[src/rtl/logic_unit_arbiter.sv]
// logic_unit_arbiter: round-robin arbiter sharing a 2-stage registered logic datapath among NUM_REQ requesters
//   clock     rising-edge system clock
//   reset     asynchronous active-low reset
//   req       per-requester request, held with stable operands until granted
//   ain/bin   packed operands, requester i at [i*DATA_W +: DATA_W]
//   op        (LOGIC_UNIT_OP_SEL_EN only) packed 2-bit opcodes: 00 AND, 01 OR, 10 XOR, 11 NAND
//   gnt       one-hot combinational grant
//   rsp_*     result, requester ID and single-cycle valid, two edges after the grant
//   busy      any pipeline stage holds a valid operation
// Optional feature macro: LOGIC_UNIT_OP_SEL_EN
module logic_unit_arbiter #(
  parameter int NUM_REQ = 4,
  parameter int DATA_W = 8,
  localparam int ID_W = $clog2(NUM_REQ)
) (
  input  logic                      clock,
  input  logic                      reset,
  input  logic [NUM_REQ-1:0]        req,
  input  logic [NUM_REQ*DATA_W-1:0] ain,
  input  logic [NUM_REQ*DATA_W-1:0] bin,
`ifdef LOGIC_UNIT_OP_SEL_EN
  input  logic [NUM_REQ*2-1:0]      op,
`endif
  output logic [NUM_REQ-1:0]        gnt,
  output logic                      rsp_valid,
  output logic [ID_W-1:0]           rsp_id,
  output logic [DATA_W-1:0]         rsp_data,
  output logic                      busy
);
  logic [ID_W-1:0] ptr_q, ptr_d, sel, up_sel, wrap_sel;
  logic any, up, xfer;
  logic s1_v_q, s1_v_d, s2_v_q, s2_v_d;
  logic [DATA_W-1:0] s1_a_q, s1_a_d, s1_b_q, s1_b_d, s2_d_q, s2_d_d, res;
  logic [ID_W-1:0] s1_id_q, s1_id_d, s2_id_q, s2_id_d;
`ifdef LOGIC_UNIT_OP_SEL_EN
  logic [1:0] s1_op_q, s1_op_d;
`endif
  // Descending scan leaves the lowest set index: up_sel among indices >= ptr, wrap_sel overall.
  always_comb begin
    up_sel = '0;
    wrap_sel = '0;
    any = 1'b0;
    up = 1'b0;
    for (int i = NUM_REQ - 1; i >= 0; i--) begin
      if (req[i]) begin
        wrap_sel = ID_W'(i);
        any = 1'b1;
      end
      if (req[i] && ID_W'(i) >= ptr_q) begin
        up_sel = ID_W'(i);
        up = 1'b1;
      end
    end
    sel = up ? up_sel : wrap_sel;
    xfer = any & reset;
    gnt = xfer ? (NUM_REQ'(1) << sel) : '0;
    ptr_d = xfer ? ((sel == ID_W'(NUM_REQ - 1)) ? '0 : sel + 1'b1) : ptr_q;
  end
  always_comb begin
    s1_v_d = xfer;
    s1_a_d = xfer ? ain[sel*DATA_W +: DATA_W] : s1_a_q;
    s1_b_d = xfer ? bin[sel*DATA_W +: DATA_W] : s1_b_q;
    s1_id_d = xfer ? sel : s1_id_q;
`ifdef LOGIC_UNIT_OP_SEL_EN
    s1_op_d = xfer ? op[sel*2 +: 2] : s1_op_q;
    res = (s1_op_q == 2'b00) ? (s1_a_q & s1_b_q) :
          (s1_op_q == 2'b01) ? (s1_a_q | s1_b_q) :
          (s1_op_q == 2'b10) ? (s1_a_q ^ s1_b_q) : ~(s1_a_q & s1_b_q);
`else
    res = s1_a_q & s1_b_q;
`endif
    s2_v_d = s1_v_q;
    s2_d_d = s1_v_q ? res : s2_d_q;
    s2_id_d = s1_v_q ? s1_id_q : s2_id_q;
  end
  always_ff @(posedge clock or negedge reset) begin
    if (!reset) begin
      ptr_q <= '0;
      s1_v_q <= 1'b0;
      s1_a_q <= '0;
      s1_b_q <= '0;
      s1_id_q <= '0;
`ifdef LOGIC_UNIT_OP_SEL_EN
      s1_op_q <= '0;
`endif
      s2_v_q <= 1'b0;
      s2_d_q <= '0;
      s2_id_q <= '0;
    end else begin
      ptr_q <= ptr_d;
      s1_v_q <= s1_v_d;
      s1_a_q <= s1_a_d;
      s1_b_q <= s1_b_d;
      s1_id_q <= s1_id_d;
`ifdef LOGIC_UNIT_OP_SEL_EN
      s1_op_q <= s1_op_d;
`endif
      s2_v_q <= s2_v_d;
      s2_d_q <= s2_d_d;
      s2_id_q <= s2_id_d;
    end
  end
  assign rsp_valid = s2_v_q;
  assign rsp_id = s2_id_q;
  assign rsp_data = s2_d_q;
  assign busy = s1_v_q | s2_v_q;
endmodule

[config.mk]
export PLATFORM = sky130hd
export DESIGN_NAME = logic_unit_arbiter
export DESIGN_NICKNAME = d
export VERILOG_FILES = /design/src/rtl/logic_unit_arbiter.sv
export SDC_FILE = /design/constraint.sdc
export NUM_CORES = 1
export LEC_CHECK = 0
export CORE_MARGIN = 1.5
export CORE_UTILIZATION = 45
export DETAILED_ROUTE_END_ITERATION = 6
export GPL_ROUTABILITY_DRIVEN = 0
export GPL_TIMING_DRIVEN = 0
export PLACE_DENSITY = 0.88
export SYNTH_ARGS = -nofsm -noshare
export SYNTH_HDL_FRONTEND = slang
export SYNTH_SLANG_ARGS = --single-unit
export TNS_END_PERCENT = 10
[constraint.sdc]
create_clock -name clock -period 4.34 [get_ports clock]
set_input_delay 0.868 -clock clock [delete_from_list [all_inputs] [get_ports clock]]
set_output_delay 0.868 -clock clock [all_outputs]
set_load 0.02 [all_outputs]
==> metrics.md, run 1 <==
| Metric | Value |
|---|---|
| Status | finished, final reports clean |
| Number of port buffers | 85 |
| Worst Skew | roughly 0.0027 ns |
| Sequential fraction of the synthesis area | 43.0% |
| Placement Cell Area | roughly 2800 um2 |
| Max clock buf depth | 2 |
| YS warnings | 0 |
| Largest net degree at the start of global routing | 34 |
| Post-route setup slack | 0.310 ns |
| Finished Cell Area | ~2900 um2 |
| Latest clock arrival within the worst-skew pair | between 0.2 and 0.3 ns |
| R2R cell count | 6 |
| Busiest grt layer | met2 |
| Pre-CTS setup slack | approximately 0.29 ns |
| Initial Util | 46.5% |
| Logic pwr share | between 40% and 50% |
| Final Hold Viols | 0 |
| Reg-to-reg critical path startpoint | ptr_q[1]$_DFFE_PN0P_ |
| CP arrival | between 3 and 4 ns |
| Count of final setup violators | 0 |
| TNS Setup | 0 ns |
| Share of cells above drive strength 1 | ~8.7% |
| Final #Nets | 349 |
| Met1 Use GR | between 20% and 30% |
| GR Layer Usage met3 | 9.17% |
| RSZ-0062 raised after global routing | false |
| Synth area leader | dfrtp_1 |
| Synth Cell Area | 1860 um2 |
| Crit path time final | 4.03 ns |
| Seq pwr share | 37.5% |
| Slowest stage delay, CP | approximately 0.59 ns |
| Actual slew at the worst max-slew pin | between 0.7 and 0.8 ns |
| Num CTS Buffers | 5 |
| Worst path slowest cell | clkdlybuf4s50_1 |
| Initial antenna violation count | 0 |
| Int Pwr | between 0.7 and 0.8 mW |
| Clock power frac | between 10% and 20% |
| Grt met2 use | about two fifths |
| Vias in the first global route | between 1500 and 2000 |
| Clock Sinks | 32 |
| WS Path Type | in2out |
| Final Cycle Share | 92.9% |
| Distinct cell type count after synthesis | 27 |
| CP required | 3.47 ns |
| Detailed Routing Iterations Pass 1 | 4 |
| Max-cap check violation count | 0 |
| Final hold slack | 0.372 ns |
| Global Route Usage Sum | 23.8% |
| DR iter-0 viols | between 90 and 100 |
| FP Rows | 23 |
| Async S/R FF share, synth | 100% |
| Post-CTS Hold Fix Bufs | 0 |
| Dpl hpwl | between 3000 and 4000 um |
| Clk slew on worst S/H paths | approximately 0.060 ns |
| Leakage | between 1 and 1.5 nW |
| Top post-synthesis cells by area | dfrtp_1, mux2i_1, nor3_1, a211o_1, and2_1 |
| Worst r2r dst | s1_a_q[3]$_DFFE_PN0P_ |
| Crit path capture | gnt[1] |
| Wire length per cell | between 15 and 20 um |
| Critical path fanouts, max | 11 |
| ANT nets after route | 0 |
| Synth top cells by count | dfrtp_1, mux2i_1, nor3_1, a211o_1, inv_1 |
| Mean post-synth cell area | just over 10 um2 |
| Final max-slew violation count | 0 |
| Syn_nets | 257 |
| Overall die area | roughly 4500 um2 |
| Post-Synthesis Cells | between 150 and 200 |
| Cell mode on critical path | clkdlybuf4s50_1 |
| Count of flip-flops with a built-in enable after synthesis | 0 |
| Switching portion of total power | between 30 and 40% |
| Via-to-Cell Ratio | 5.34 |
| Min-Delay Path Class | reg2reg |
| First-pass GRT wire length | approximately 8000 um |
| Post-CTS Setup Repair Bufs | 0 |
| Critical path cell sequence | clkdlybuf4s50_1, a21o_1, a21oi_1, o22a_1, inv_1, buf_2, ha_1, and2_1, clkdlybuf4s50_1 |
| Beginning of the critical path | req[0] |
| Most instantiated library cell after synthesis | dfrtp_1 |
| Power per standard cell area | approximately 400 nW/um2 |
| Clock root buffer | clkbuf_8 |
| Worst slew margin | about half |
| TritonCTS clock tree | done |
| Final wirelength | about 5000 um |
| Via count | approximately 1700 |
| CP Capture Type | output pin |
| Net switching power | between 0.3 and 0.4 mW |
| Post-synthesis register bit count | 32 |
| Overflow left after global routing | 0 |
| Critical Path Start Type | input pin |
| Reg2Reg Setup Slack | about 2.3 ns |
| Synth top area share | a little over two fifths |
| Die Height | ~67 um |
| H-Tree Depth | 2 |
| Remaining DRCs | 0 |
| VDD IR max | 0.000287 V |
| P&R area growth vs syn | 53.6% |
| Fmax | ~250 MHz |
| Die X | ~67 um |
| Core area | between 4000 and 5000 um2 |
| ANT cells | 0 |
| Ports | 86 |
| Dominant synthesized flop cell | dfrtp_1 |
| Resize count post-CTS | 0 |
cells by family after synthesis:
family / synth area share, %
flops: 43.0
simple gates: 13.9
mux: 17.1
compound gates: 16.2
fa+ha+maj: 2.69
buf+inv: 7.12
sequential cells by signal (all words and copies together), names as in the netlist:
name / cells
rsp_valid: 1
s1_a_q: 8
rsp_data: 8
rsp_id: 2
ptr_q: 2
s1_b_q: 8
s1_id_q: 2
s1_v_q: 1
worst min path at each step:
| stage | startpoint | slack [ns] | to | cells after the start |
|---|---|---|---|---|
| 2_1_floorplan | s1_v_q$_DFF_PN0_ | 0.35 | rsp_valid$_DFF_PN0_ | 0 |
| 3_3_place_gp | s1_v_q$_DFF_PN0_ | 0.35 | rsp_valid$_DFF_PN0_ | 0 |
| 3_5_place_dp | s1_v_q$_DFF_PN0_ | 0.36 | rsp_valid$_DFF_PN0_ | 0 |
| 4_1_cts | s1_v_q$_DFF_PN0_ | 0.37 | rsp_valid$_DFF_PN0_ | 0 |
| 5_1_grt | s1_v_q$_DFF_PN0_ | 0.39 | rsp_valid$_DFF_PN0_ | 0 |
| 6_report | s1_v_q$_DFF_PN0_ | 0.37 | rsp_valid$_DFF_PN0_ | 0 |
power by group through the flow:
stage | logic, mW | clock network (mW) | registers, mW
5_1_grt | 0.545 | 0.251 | 0.450
3_3_place_gp | 0.492 | 0 | 0.440
3_5_place_dp | 0.504 | 0 | 0.443
2_1_floorplan | 0.275 | 0 | 0.464
4_1_cts | 0.505 | 0.238 | 0.439
6_report | 0.499 | 0.233 | 0.440
layer usage:
layer / up-vias / wire length [um]
met4: 0 / 55
met1: 816 / 2030
met5: - / 0
li1: 853 / -
met2: 68 / 2530
met3: 5 / 392
cell type report:
class / count / area (um2)
inverter: 13 / 48.8
multi-input combinational: 124 / 928
clock buffer: 8 / 90.1
timing repair buffer: 85 / 846
sequential: 32 / 801
fill: 311 / 1140
tap: 50 / 62.6
buffer: 14 / 83.8
critical path, delay by kind of cell:
kind | cells | cell delay [ns]
AOI/OAI and AO/OA | 3 | 0.47
adders and majority gates | 1 | 0.19
buffers and inverters | 4 | 1.52
and+or+nand+nor | 1 | 0.11
cells in the final DEF (no fill, tap or decap), types with 5 or more instances in the layout:
cell type	synthesis	final
nor3_1	24	24
a211o_1	12	12
clkdlybuf4s50_1	0	84
inv_1	11	11
clkbuf_8	0	6
buf_2	7	8
dfrtp_1	32	32
clkbuf_1	4	6
mux2i_1	28	28
o21ai_0	9	9
and2_1	8	8
nand3_1	8	8
nor2_1	5	5
metrics by stage:
step / instances / util, % / total power, mW
6_report: 326 / 71.5 / 1.17
5_1_grt: 326 / 71.5 / 1.25
4_1_cts: 326 / 71.5 / 1.18
3_5_place_dp: 318 / 69.3 / 0.947
3_3_place_gp: 318 / 69.4 / 0.932
2_1_floorplan: 183 / - / 0.739
(Power assumes the default switching activity.)
==> inputs of run 2 (changes only) <==
Settings changed: SKIP_CTS_REPAIR_TIMING set to 1.
==> results of run 2 <==
Final layout, timing and power as in run 1 (identical DEF).
